### config.mk
export PLATFORM = sky130hd
export DESIGN_NAME = z80fi_insn_collector_flat
export DESIGN_NICKNAME = d
export VERILOG_FILES = /design/src/rtl/z80fi_insn_collector_pkg.sv /design/src/rtl/z80fi_insn_collector_if.sv /design/src/rtl/z80fi_insn_collector_byte_buf.sv /design/src/rtl/z80fi_insn_collector.sv /design/src/flat_wrapper.sv
export SDC_FILE = /design/constraint.sdc
export NUM_CORES = 1
export LEC_CHECK = 0
export CORE_AREA = 2 2 157 143
export DETAILED_ROUTE_END_ITERATION = 8
export DIE_AREA = 0 0 159 145
export PLACE_DENSITY = 0.65
export SLEW_MARGIN = 20
export SYNTH_ARGS = -nofsm -noshare
export SYNTH_HDL_FRONTEND = slang
export SYNTH_SLANG_ARGS = --single-unit
export TNS_END_PERCENT = 1
### constraint.sdc
create_clock -name clk -period 3.2 [get_ports clk]
set_clock_uncertainty 0.2 [all_clocks]
set_input_delay 0.32 -clock clk [delete_from_list [all_inputs] [get_ports clk]]
set_output_delay 0.32 -clock clk [all_outputs]
set_load 0.1 [all_outputs]
### src/rtl/z80fi_insn_collector_pkg.sv
// rtl/z80fi_insn_collector_pkg.sv - shared types and widths for the z80fi instruction collector
// State encoding, default capture depth and record field widths used by every file of the block.
package z80fi_insn_collector_pkg;

  typedef enum logic [0:0] {
    IDLE    = 1'b0,
    COLLECT = 1'b1
  } state_e;

  localparam int MAX_LEN_DEFAULT = 4;
  localparam int LEN_W           = 3;
  localparam int REG8_W          = 8;
  localparam int REG16_W         = 16;

endpackage

### src/rtl/z80fi_insn_collector_if.sv
// rtl/z80fi_insn_collector_if.sv - fetch/retire inputs and retirement record bundle
// master = core side driving fetch strobes, slave = collector; collect_err exists only with Z80FI_COLLECT_CHECK_EN.
interface z80fi_insn_collector_if
  import z80fi_insn_collector_pkg::*;
#(
  parameter int MAX_LEN = MAX_LEN_DEFAULT
) ();

  logic                   insn_start;
  logic                   byte_valid;
  logic [7:0]             byte_data;
  logic                   insn_done;
  logic [REG8_W-1:0]      reg_a_cur;
  logic [REG8_W-1:0]      reg_f_cur;
  logic [REG16_W-1:0]     reg_hl_cur;
  logic [REG16_W-1:0]     reg_ip_cur;

  logic                   z80fi_valid;
  logic [8*MAX_LEN-1:0]   z80fi_insn;
  logic [LEN_W-1:0]       z80fi_insn_len;
  logic [REG8_W-1:0]      z80fi_reg_a_in;
  logic [REG8_W-1:0]      z80fi_reg_f_in;
  logic [REG16_W-1:0]     z80fi_reg_hl_in;
  logic [REG16_W-1:0]     z80fi_reg_ip_in;
  logic [REG8_W-1:0]      z80fi_reg_a_out;
  logic [REG8_W-1:0]      z80fi_reg_f_out;
  logic [REG16_W-1:0]     z80fi_reg_hl_out;
  logic [REG16_W-1:0]     z80fi_reg_ip_out;
`ifdef Z80FI_COLLECT_CHECK_EN
  logic                   collect_err;
`endif

  modport master (
    output insn_start, byte_valid, byte_data, insn_done,
    output reg_a_cur, reg_f_cur, reg_hl_cur, reg_ip_cur,
    input  z80fi_valid, z80fi_insn, z80fi_insn_len,
    input  z80fi_reg_a_in, z80fi_reg_f_in, z80fi_reg_hl_in, z80fi_reg_ip_in,
    input  z80fi_reg_a_out, z80fi_reg_f_out, z80fi_reg_hl_out, z80fi_reg_ip_out
`ifdef Z80FI_COLLECT_CHECK_EN
    , input collect_err
`endif
  );

  modport slave (
    input  insn_start, byte_valid, byte_data, insn_done,
    input  reg_a_cur, reg_f_cur, reg_hl_cur, reg_ip_cur,
    output z80fi_valid, z80fi_insn, z80fi_insn_len,
    output z80fi_reg_a_in, z80fi_reg_f_in, z80fi_reg_hl_in, z80fi_reg_ip_in,
    output z80fi_reg_a_out, z80fi_reg_f_out, z80fi_reg_hl_out, z80fi_reg_ip_out
`ifdef Z80FI_COLLECT_CHECK_EN
    , output collect_err
`endif
  );

endinterface

### src/rtl/z80fi_insn_collector_byte_buf.sv
// rtl/z80fi_insn_collector_byte_buf.sv - little-endian opcode byte buffer with saturating count
// Exposes both current and next contents so the top can retire a record that includes a same-cycle byte.
module z80fi_insn_collector_byte_buf
  import z80fi_insn_collector_pkg::*;
#(
  parameter int MAX_LEN = MAX_LEN_DEFAULT
) (
  input  logic                 clk,
  input  logic                 reset,
  input  logic                 load_i,
  input  logic                 append_i,
  input  logic [7:0]           byte_i,
  output logic [8*MAX_LEN-1:0] data_q_o,
  output logic [8*MAX_LEN-1:0] data_d_o,
  output logic [LEN_W-1:0]     count_q_o,
  output logic [LEN_W-1:0]     count_d_o,
  output logic                 overflow_o
);

  logic [8*MAX_LEN-1:0] data_q, data_d;
  logic [LEN_W-1:0]     count_q, count_d;

  always_comb begin
    data_d     = data_q;
    count_d    = count_q;
    overflow_o = 1'b0;
    if (load_i) begin
      data_d       = '0;
      data_d[7:0]  = byte_i;
      count_d      = LEN_W'(1);
    end else if (append_i) begin
      if (count_q >= LEN_W'(MAX_LEN)) begin
        overflow_o = 1'b1;
      end else begin
        for (int k = 0; k < MAX_LEN; k++) begin
          if (count_q == LEN_W'(k)) data_d[8*k +: 8] = byte_i;
        end
        count_d = count_q + LEN_W'(1);
      end
    end
  end

  always_ff @(posedge clk) begin
    if (reset) begin
      data_q  <= '0;
      count_q <= '0;
    end else begin
      data_q  <= data_d;
      count_q <= count_d;
    end
  end

  assign data_q_o  = data_q;
  assign data_d_o  = data_d;
  assign count_q_o = count_q;
  assign count_d_o = count_d;

endmodule

### src/rtl/z80fi_insn_collector.sv
// rtl/z80fi_insn_collector.sv - assembles fetched opcode bytes and register snapshots into z80fi retirement records
// Optional sticky protocol error flag collect_err is built only with Z80FI_COLLECT_CHECK_EN.
module z80fi_insn_collector
  import z80fi_insn_collector_pkg::*;
#(
  parameter int MAX_LEN = MAX_LEN_DEFAULT
) (
  input logic                   clk,
  input logic                   reset,
  z80fi_insn_collector_if.slave bus
);

  state_e state_q, state_d;
  logic   retire, err_event;
  logic   buf_append, buf_overflow;

  logic [8*MAX_LEN-1:0] buf_data_q, buf_data_d, rec_insn;
  logic [LEN_W-1:0]     buf_count_q, buf_count_d, rec_len;

  logic [REG8_W-1:0]  snap_a_q, snap_f_q;
  logic [REG16_W-1:0] snap_hl_q, snap_ip_q;
  logic [REG8_W-1:0]  rec_a_in, rec_f_in;
  logic [REG16_W-1:0] rec_hl_in, rec_ip_in;

  logic                 valid_q;
  logic [8*MAX_LEN-1:0] insn_q;
  logic [LEN_W-1:0]     len_q;
  logic [REG8_W-1:0]    a_in_q, f_in_q, a_out_q, f_out_q;
  logic [REG16_W-1:0]   hl_in_q, ip_in_q, hl_out_q, ip_out_q;

  // A byte strobe in a start cycle is the new instruction's first byte, never an append.
  assign buf_append = bus.byte_valid && (state_q == COLLECT) && !bus.insn_start;

  z80fi_insn_collector_byte_buf #(.MAX_LEN(MAX_LEN)) u_byte_buf (
    .clk        (clk),
    .reset      (reset),
    .load_i     (bus.insn_start),
    .append_i   (buf_append),
    .byte_i     (bus.byte_data),
    .data_q_o   (buf_data_q),
    .data_d_o   (buf_data_d),
    .count_q_o  (buf_count_q),
    .count_d_o  (buf_count_d),
    .overflow_o (buf_overflow)
  );

  always_comb begin
    state_d   = state_q;
    retire    = 1'b0;
    err_event = 1'b0;
    unique case (state_q)
      IDLE: begin
        if (bus.insn_start) begin
          retire  = bus.insn_done;
          state_d = bus.insn_done ? IDLE : COLLECT;
        end else begin
          err_event = bus.insn_done;
        end
      end
      COLLECT: begin
        if (bus.insn_done) begin
          retire  = 1'b1;
          state_d = bus.insn_start ? COLLECT : IDLE;
        end else if (bus.insn_start) begin
          err_event = 1'b1;
        end
      end
    endcase
  end

  // Back-to-back retires the old buffer; every other retire sees the buffer after this cycle's update.
  always_comb begin
    rec_insn  = buf_data_d;
    rec_len   = buf_count_d;
    rec_a_in  = snap_a_q;
    rec_f_in  = snap_f_q;
    rec_hl_in = snap_hl_q;
    rec_ip_in = snap_ip_q;
    if (state_q == COLLECT && bus.insn_start) begin
      rec_insn = buf_data_q;
      rec_len  = buf_count_q;
    end
    if (state_q == IDLE) begin
      rec_a_in  = bus.reg_a_cur;
      rec_f_in  = bus.reg_f_cur;
      rec_hl_in = bus.reg_hl_cur;
      rec_ip_in = bus.reg_ip_cur;
    end
  end

  always_ff @(posedge clk) begin
    if (reset) state_q <= IDLE;
    else       state_q <= state_d;
  end

  always_ff @(posedge clk) begin
    if (reset) begin
      valid_q   <= 1'b0;
      insn_q    <= '0;
      len_q     <= '0;
      snap_a_q  <= '0;
      snap_f_q  <= '0;
      snap_hl_q <= '0;
      snap_ip_q <= '0;
      a_in_q    <= '0;
      f_in_q    <= '0;
      hl_in_q   <= '0;
      ip_in_q   <= '0;
      a_out_q   <= '0;
      f_out_q   <= '0;
      hl_out_q  <= '0;
      ip_out_q  <= '0;
    end else begin
      valid_q <= retire;
      if (bus.insn_start) begin
        snap_a_q  <= bus.reg_a_cur;
        snap_f_q  <= bus.reg_f_cur;
        snap_hl_q <= bus.reg_hl_cur;
        snap_ip_q <= bus.reg_ip_cur;
      end
      if (retire) begin
        insn_q   <= rec_insn;
        len_q    <= rec_len;
        a_in_q   <= rec_a_in;
        f_in_q   <= rec_f_in;
        hl_in_q  <= rec_hl_in;
        ip_in_q  <= rec_ip_in;
        a_out_q  <= bus.reg_a_cur;
        f_out_q  <= bus.reg_f_cur;
        hl_out_q <= bus.reg_hl_cur;
        ip_out_q <= bus.reg_ip_cur;
      end
    end
  end

`ifdef Z80FI_COLLECT_CHECK_EN
  logic err_q;
  always_ff @(posedge clk) begin
    if (reset)                          err_q <= 1'b0;
    else if (err_event || buf_overflow) err_q <= 1'b1;
  end
  assign bus.collect_err = err_q;
`else
  logic unused_err;
  assign unused_err = err_event ^ buf_overflow;
`endif

  assign bus.z80fi_valid      = valid_q;
  assign bus.z80fi_insn       = insn_q;
  assign bus.z80fi_insn_len   = len_q;
  assign bus.z80fi_reg_a_in   = a_in_q;
  assign bus.z80fi_reg_f_in   = f_in_q;
  assign bus.z80fi_reg_hl_in  = hl_in_q;
  assign bus.z80fi_reg_ip_in  = ip_in_q;
  assign bus.z80fi_reg_a_out  = a_out_q;
  assign bus.z80fi_reg_f_out  = f_out_q;
  assign bus.z80fi_reg_hl_out = hl_out_q;
  assign bus.z80fi_reg_ip_out = ip_out_q;

endmodule
### src/flat_wrapper.sv
// flat-port wrapper written by rule: the top's interface ports become plain ports
module z80fi_insn_collector_flat import z80fi_insn_collector_pkg::*;
#(
  parameter int MAX_LEN = MAX_LEN_DEFAULT
)
  (clk, reset, bus_insn_start, bus_byte_valid, bus_byte_data, bus_insn_done, bus_reg_a_cur, bus_reg_f_cur, bus_reg_hl_cur, bus_reg_ip_cur, bus_z80fi_valid, bus_z80fi_insn, bus_z80fi_insn_len, bus_z80fi_reg_a_in, bus_z80fi_reg_f_in, bus_z80fi_reg_hl_in, bus_z80fi_reg_ip_in, bus_z80fi_reg_a_out, bus_z80fi_reg_f_out, bus_z80fi_reg_hl_out, bus_z80fi_reg_ip_out);
  z80fi_insn_collector_if #(.MAX_LEN(MAX_LEN)) bus_i ();
  input logic clk;
  input logic reset;
  input wire logic [$bits(bus_i.insn_start)-1:0] bus_insn_start;
  input wire logic [$bits(bus_i.byte_valid)-1:0] bus_byte_valid;
  input wire logic [$bits(bus_i.byte_data)-1:0] bus_byte_data;
  input wire logic [$bits(bus_i.insn_done)-1:0] bus_insn_done;
  input wire logic [$bits(bus_i.reg_a_cur)-1:0] bus_reg_a_cur;
  input wire logic [$bits(bus_i.reg_f_cur)-1:0] bus_reg_f_cur;
  input wire logic [$bits(bus_i.reg_hl_cur)-1:0] bus_reg_hl_cur;
  input wire logic [$bits(bus_i.reg_ip_cur)-1:0] bus_reg_ip_cur;
  output wire logic [$bits(bus_i.z80fi_valid)-1:0] bus_z80fi_valid;
  output wire logic [$bits(bus_i.z80fi_insn)-1:0] bus_z80fi_insn;
  output wire logic [$bits(bus_i.z80fi_insn_len)-1:0] bus_z80fi_insn_len;
  output wire logic [$bits(bus_i.z80fi_reg_a_in)-1:0] bus_z80fi_reg_a_in;
  output wire logic [$bits(bus_i.z80fi_reg_f_in)-1:0] bus_z80fi_reg_f_in;
  output wire logic [$bits(bus_i.z80fi_reg_hl_in)-1:0] bus_z80fi_reg_hl_in;
  output wire logic [$bits(bus_i.z80fi_reg_ip_in)-1:0] bus_z80fi_reg_ip_in;
  output wire logic [$bits(bus_i.z80fi_reg_a_out)-1:0] bus_z80fi_reg_a_out;
  output wire logic [$bits(bus_i.z80fi_reg_f_out)-1:0] bus_z80fi_reg_f_out;
  output wire logic [$bits(bus_i.z80fi_reg_hl_out)-1:0] bus_z80fi_reg_hl_out;
  output wire logic [$bits(bus_i.z80fi_reg_ip_out)-1:0] bus_z80fi_reg_ip_out;
  assign bus_i.insn_start = bus_insn_start;
  assign bus_i.byte_valid = bus_byte_valid;
  assign bus_i.byte_data = bus_byte_data;
  assign bus_i.insn_done = bus_insn_done;
  assign bus_i.reg_a_cur = bus_reg_a_cur;
  assign bus_i.reg_f_cur = bus_reg_f_cur;
  assign bus_i.reg_hl_cur = bus_reg_hl_cur;
  assign bus_i.reg_ip_cur = bus_reg_ip_cur;
  assign bus_z80fi_valid = bus_i.z80fi_valid;
  assign bus_z80fi_insn = bus_i.z80fi_insn;
  assign bus_z80fi_insn_len = bus_i.z80fi_insn_len;
  assign bus_z80fi_reg_a_in = bus_i.z80fi_reg_a_in;
  assign bus_z80fi_reg_f_in = bus_i.z80fi_reg_f_in;
  assign bus_z80fi_reg_hl_in = bus_i.z80fi_reg_hl_in;
  assign bus_z80fi_reg_ip_in = bus_i.z80fi_reg_ip_in;
  assign bus_z80fi_reg_a_out = bus_i.z80fi_reg_a_out;
  assign bus_z80fi_reg_f_out = bus_i.z80fi_reg_f_out;
  assign bus_z80fi_reg_hl_out = bus_i.z80fi_reg_hl_out;
  assign bus_z80fi_reg_ip_out = bus_i.z80fi_reg_ip_out;
  z80fi_insn_collector #(.MAX_LEN(MAX_LEN)) u_core (.clk(clk), .reset(reset), .bus(bus_i));
endmodule
### Yosys cells after proc, flatten, opt, wreduce, memory -nomap -nowiden

Index checks and enable logic that the tools add are counted.

* register bits: 216

* add/subtract/negate cells: 1
* magnitude comparators: 1
* equality and inequality tests: 3
* muxes and demuxes: 24
* bitwise gates (word level): 1
* reductions and logical operators: 5

Operators with widths (number)
* 2-to-1 mux 32 bit: 4
* 2-to-1 mux 8 bit: 6
* 2-to-1 mux 16 bit: 2
* 2-to-1 mux 3 bit: 4
* equality test 3 x 2 -> 1 bit, second input constant: 2
* 2-to-1 mux 1 bit: 6
* case mux 1 bit (2 select lines): 2
* adder 3 x 1 -> 3 bit, second input constant: 1
* equality test 3 x 1 -> 1 bit, second input constant: 1
* >= comparator 3 bit, second input constant: 1
* logical AND 1 bit: 3
* zero test 3 bit: 1
* zero test 1 bit: 1
* NOT 1 bit: 1

### Depth between registers and ports, before layout

* depth in word-level cells: 6
* gate-level depth with buffers: 7
* gate-level depth less buffers: 6

### By module

From an unflattened synthesis, not the netlist that was laid out.

* cells, all modules: 964
* area, all modules: 9001.1 um2

Modules (own cells, without submodules)
* z80fi_insn_collector: instances 1, cells each 784, area each 7407.1 um2, seq. area each 3623.5 um2
* z80fi_insn_collector_byte_buf: instances 1, cells each 180, area each 1594.0 um2, seq. area each 700.7 um2

### Worst setup path after synthesis

Ideal clock, no wire load.

* kind: register to register
* from: reg u_core.u_byte_buf.count_q[0], in the netlist u_core.u_byte_buf.count_q_o[0]
* to: reg u_core.u_byte_buf.data_q[3], in the netlist u_core.u_byte_buf.data_q_o[3]
* arrival: 1.493 ns
* path slack: 1.437 ns
* cell stages (with the launch flop): 8
* buffers on the path: 1
* path through: dfxtp_1 inv_1 ha_1 and4b_1 buf_2 nor2_1 nand2_1 a21oi_1

* cells in the longest elaborated chain, start to end: 5

RTL lines
* start: declaration: RTL line z80fi_insn_collector_byte_buf.sv:21 `logic [LEN_W-1:0] count_q, count_d;`
* start signal: assignment: RTL line z80fi_insn_collector_byte_buf.sv:49 `count_q <= count_d;`
* branches (longest 2 deep; another with >= comparator 3 bit)
* 2-to-1 mux 32 bit (*): RTL line z80fi_insn_collector_byte_buf.sv:32 `if (count_q >= LEN_W'(MAX_LEN)) begin`
* 2-to-1 mux 32 bit (*): RTL line z80fi_insn_collector_byte_buf.sv:31 `end else if (append_i) begin`
* 2-to-1 mux 32 bit (*): RTL line z80fi_insn_collector_byte_buf.sv:27 `if (load_i) begin`
* end signal: assignment: RTL line z80fi_insn_collector_byte_buf.sv:48 `data_q <= data_d;`
* end: declaration: RTL line z80fi_insn_collector_byte_buf.sv:20 `logic [8*MAX_LEN-1:0] data_q, data_d;`

Every way passes the cells marked *.
A chain may end at the register's enable or synchronous reset.

### Worst setup path after layout

* from: reg u_core.a_in_q[1], in the netlist u_core.bus.z80fi_reg_a_in[1]
* to: out bus_z80fi_reg_a_in[1]

RTL lines
* start: declaration: RTL line z80fi_insn_collector.sv:28 `logic [REG8_W-1:0] a_in_q, f_in_q, a_out_q, f_out_q;`
* start signal: assignment: RTL line z80fi_insn_collector.sv:124 `a_in_q <= rec_a_in;`
* end: declaration: RTL line flat_wrapper.sv:21 `output wire logic [$bits(bus_i.z80fi_reg_a_in)-1:0] bus_z80fi_reg_a_in;`

No word-level cell between the ends.

==> flow_summary.yaml <==
status:
  outcome: "finished clean"
synth:
  yosysWarnings: 0
  syn-num-nets: 994
  synth_area_sq_mm: 0.008437
  yosys.cell_types.count: 34
  ys_seq_area_share_pct: 51.25
  syn_area_per_cell_sq_um: 9.091
  synthCells: 928
  ys_ff_latch: 216
setup_path:
  cp_top_family: "buffers and inverters"
  slowest_delay_ns: 1.15
  cp-start-kind: "flip-flop"
  crit_type: "flip-flop to output port"
  critPathLaunch: "u_core.bus.z80fi_reg_a_in[1]"
  critPathRequiredTime_ns: 2.68
  cp_slowest_cell: "clkdlybuf4s50_1"
  crit_arrival_ns: 2.00
  r2r_start: "u_core.u_byte_buf.count_q_o[0]"
  end_kind: "output port"
  cp.buffers_inverters: 1
  worstPathCellList: "clkdlybuf4s50_1"
  crit_fanout: 2
cts:
  cts-resized-gates: 0
  cts_inserted_buffers: 24
  cts_setup_buffers: 0
  cts_tree: "done"
  clock_latency_ns: 0.50
  clock-sinks: 216
  htree_levels: 1
  clkTransAtPathRegs_ns: 0.06
  cts_buffer_depth: 3
  clockRootBuffer: "clkbuf_16"
  postCtsHoldBufs: 1
placed_design:
  io_buffers: 192
  gp_congestion: 0.8041
  place_hpwl_um: 13710
layout:
  postLayoutCoreUtil_pct: 51.66
  fill_cells: 2068
  drive_above_1_share_pct: 15.71
  layout.area.seq_sq_mm: 0.004328
  nNetsFinal: 1149
  antenna_cells: 0
  syn_to_final_growth_pct: 31.29
  multiInputGateArea_sq_mm: 0.003720
floorplan:
  fp.dieH_um: 145
  rows: 51
  core-area_sq_mm: 0.02144
  die-area_sq_mm: 0.02306
  start_util_pct: 39.35
  fp.dieW_um: 159
  io-pin-count: 193
timing:
  slew_viol_final: 0
  fmax_ghz: 0.3965
  tns_ns: 0
  rsz0062_at_grt: "no"
  hold_viol_final: 0
  period_minus_slack_ns: 2.522
  finalSetupViolations: 0
  tightest_slew_ns: 1.000
  max_slew_margin_pct: 33.09
  period_share_pct: 78.81
global_route:
  antenna_found_initial: 0
  grt_overflow: 0
  grt_usage_pct: 18.39
  grt_first_pass_wirelength_um: 35630
  grt_max_degree: 119
  grt_pass1_vias: 6616
run:
  maxCapViolCount: 0
drt:
  vias_per_cell: 5.047
  post-route-drc-count: 0
  drt-initial-drc-count: 361
  wl_per_cell_um: 15.72
  ant_nets: 0
  first_pass_iters: 4
  wl_um: 21880
  via_count: 7026
pwr:
  power_density_mw_per_mm2: 656.8
  switching_share_pct: 32.53
  power_frac_comb_pct: 22.0
  p_seq_share_pct: 40.4
  leakagePower_uw: 0.004412
  p_int_uw: 4908
  p_sw_uw: 2367
  clock_power_share_pct: 37.6
  ir_drop_mv: 0.3978
hold_path:
  hold_class: "primary input to flip-flop"
  hp-start: "reset"
## cells by family after synthesis
| logic type | count (synthesis) | share of synthesized area, % |
|---|---|---|
| AND/OR/NAND/NOR | 310 | 14.93 |
| flip-flops | 216 | 51.25 |
| AO/OA/AOI/OAI | 207 | 15.72 |
| multiplexers | 105 | 12.46 |
| buffers and inverters | 84 | 4.790 |
| adder cells (fa/ha/maj) | 5 | 0.7415 |
| XOR/XNOR | 1 | 0.1038 |
## cell usage after synthesis
library cell / n / area share, %
a21oi_4: 3 / 0.58
o22ai_1: 1 / 0.074
ha_1: 5 / 0.74
nor2_4: 1 / 0.13
a211oi_1: 72 / 6.4
and4b_1: 1 / 0.12
clkbuf_1: 30 / 1.3
a31oi_1: 1 / 0.074
o22a_1: 1 / 0.10
a22oi_1: 24 / 2.1
dfxtp_1: 216 / 51
nand2_1: 110 / 4.9
inv_2: 1 / 0.044
and3b_1: 1 / 0.10
and2_1: 4 / 0.30
a21o_1: 1 / 0.089
nand3_1: 8 / 0.47
or2_2: 1 / 0.074
o21ai_1: 7 / 0.42
nor3_1: 19 / 1.1
nor2_1: 155 / 6.9
buf_4: 11 / 0.98
buf_2: 32 / 1.9
and4bb_1: 1 / 0.15
nor4_1: 8 / 0.59
inv_1: 4 / 0.18
buf_6: 1 / 0.13
o21ai_0: 11 / 0.65
xnor2_1: 1 / 0.10
buf_1: 5 / 0.22
a21oi_1: 84 / 5.0
a311oi_1: 2 / 0.21
nor2b_1: 1 / 0.074
mux2i_1: 105 / 12
## layout make-up
class	instances	share of cell area (%)
timing repair buffer	208	16.57
multi-input combinational	628	33.58
inverter	5	0.1694
clock inverter	6	0.3163
tap	291	3.287
sequential	216	39.07
clock buffer	38	7.003
## flip-flops by register name, summed over array words and instances (netlist names), 3 cells and up
register and flops:
u_core.bus.z80fi_reg_f_out 8, u_core.bus.z80fi_reg_f_in 8, u_core.bus.z80fi_reg_hl_out 16, u_core.u_byte_buf.data_q_o 32
u_core.bus.z80fi_insn 32, u_core.snap_a_q 8, u_core.snap_hl_q 16, u_core.bus.z80fi_reg_a_in 8
u_core.bus.z80fi_reg_hl_in 16, u_core.snap_ip_q 16, u_core.bus.z80fi_insn_len 3, u_core.bus.z80fi_reg_ip_in 16
u_core.bus.z80fi_reg_ip_out 16, u_core.u_byte_buf.count_q_o 3, u_core.bus.z80fi_reg_a_out 8, u_core.snap_f_q 8
## final timing paths
| path | to | cells after the start | slack, ns |
|---|---|---|---|
| setup / recovery | bus_z80fi_reg_a_in[1] | 1 | 0.68 |
| hold / removal | u_core.snap_hl_q[4] | 2 | 0.13 |
| setup reg to reg | u_core.u_byte_buf.data_q_o[6] | 6 | 1.09 |
| hold reg to reg | u_core.bus.z80fi_reg_f_out[0] | 2 | 0.25 |
## layout by cell type (no fill, tap or decap), drive strengths merged, types with 2 or more instances in the layout
cell type / count
a211oi: 72
a21oi: 87
a22oi: 24
a311oi: 2
and2: 4
buf: 125
clkbuf: 38
clkdlybuf4s50: 82
clkinv: 4
clkinvlp: 2
dfxtp: 216
ha: 5
inv: 5
mux2i: 105
nand2: 110
nand3: 8
nor2: 156
nor3: 19
nor4: 8
o21ai: 18
## per-layer routing
layer / GRT usage, % / part of all wire, % / vias to the layer above
li1: - / - / 3544
met4: 4.136 / 1.8 / 0
met2: 28.54 / 44 / 157
met1: 25.65 / 48 / 3298
met3: 4.860 / 6.1 / 27
met5: 0 / 0 / -
## through the flow
| step | worst slack (ns) | total power [uW] | instances | hold slack, ns | instance area [sq um] |
|---|---|---|---|---|---|
| 2_1_floorplan | 1.437 | 4196 | 928 | 0.2453 | 8437 |
| 3_3_place_gp | 0.8140 | 4592 | 1347 | 0.2419 | 10260 |
| 3_5_place_dp | 0.7694 | 4602 | 1347 | 0.2470 | 10260 |
| 4_1_cts | 0.6626 | 7363 | 1392 | 0.1341 | 11080 |
| 5_1_grt | 0.6402 | 7561 | 1392 | 0.1578 | 11080 |
| 6_report | 0.6782 | 7275 | 1392 | 0.1343 | 11080 |
## power by group through the flow
stage          Combinational [uW]  Clock [uW]  Sequential [uW]
2_1_floorplan                 421           0             3780
3_3_place_gp                 1600           0             2990
3_5_place_dp                 1600           0             3000
4_1_cts                      1610        2810             2940
5_1_grt                      1680        2920             2960
6_report                     1600        2740             2940
(Power assumes the default switching activity.)
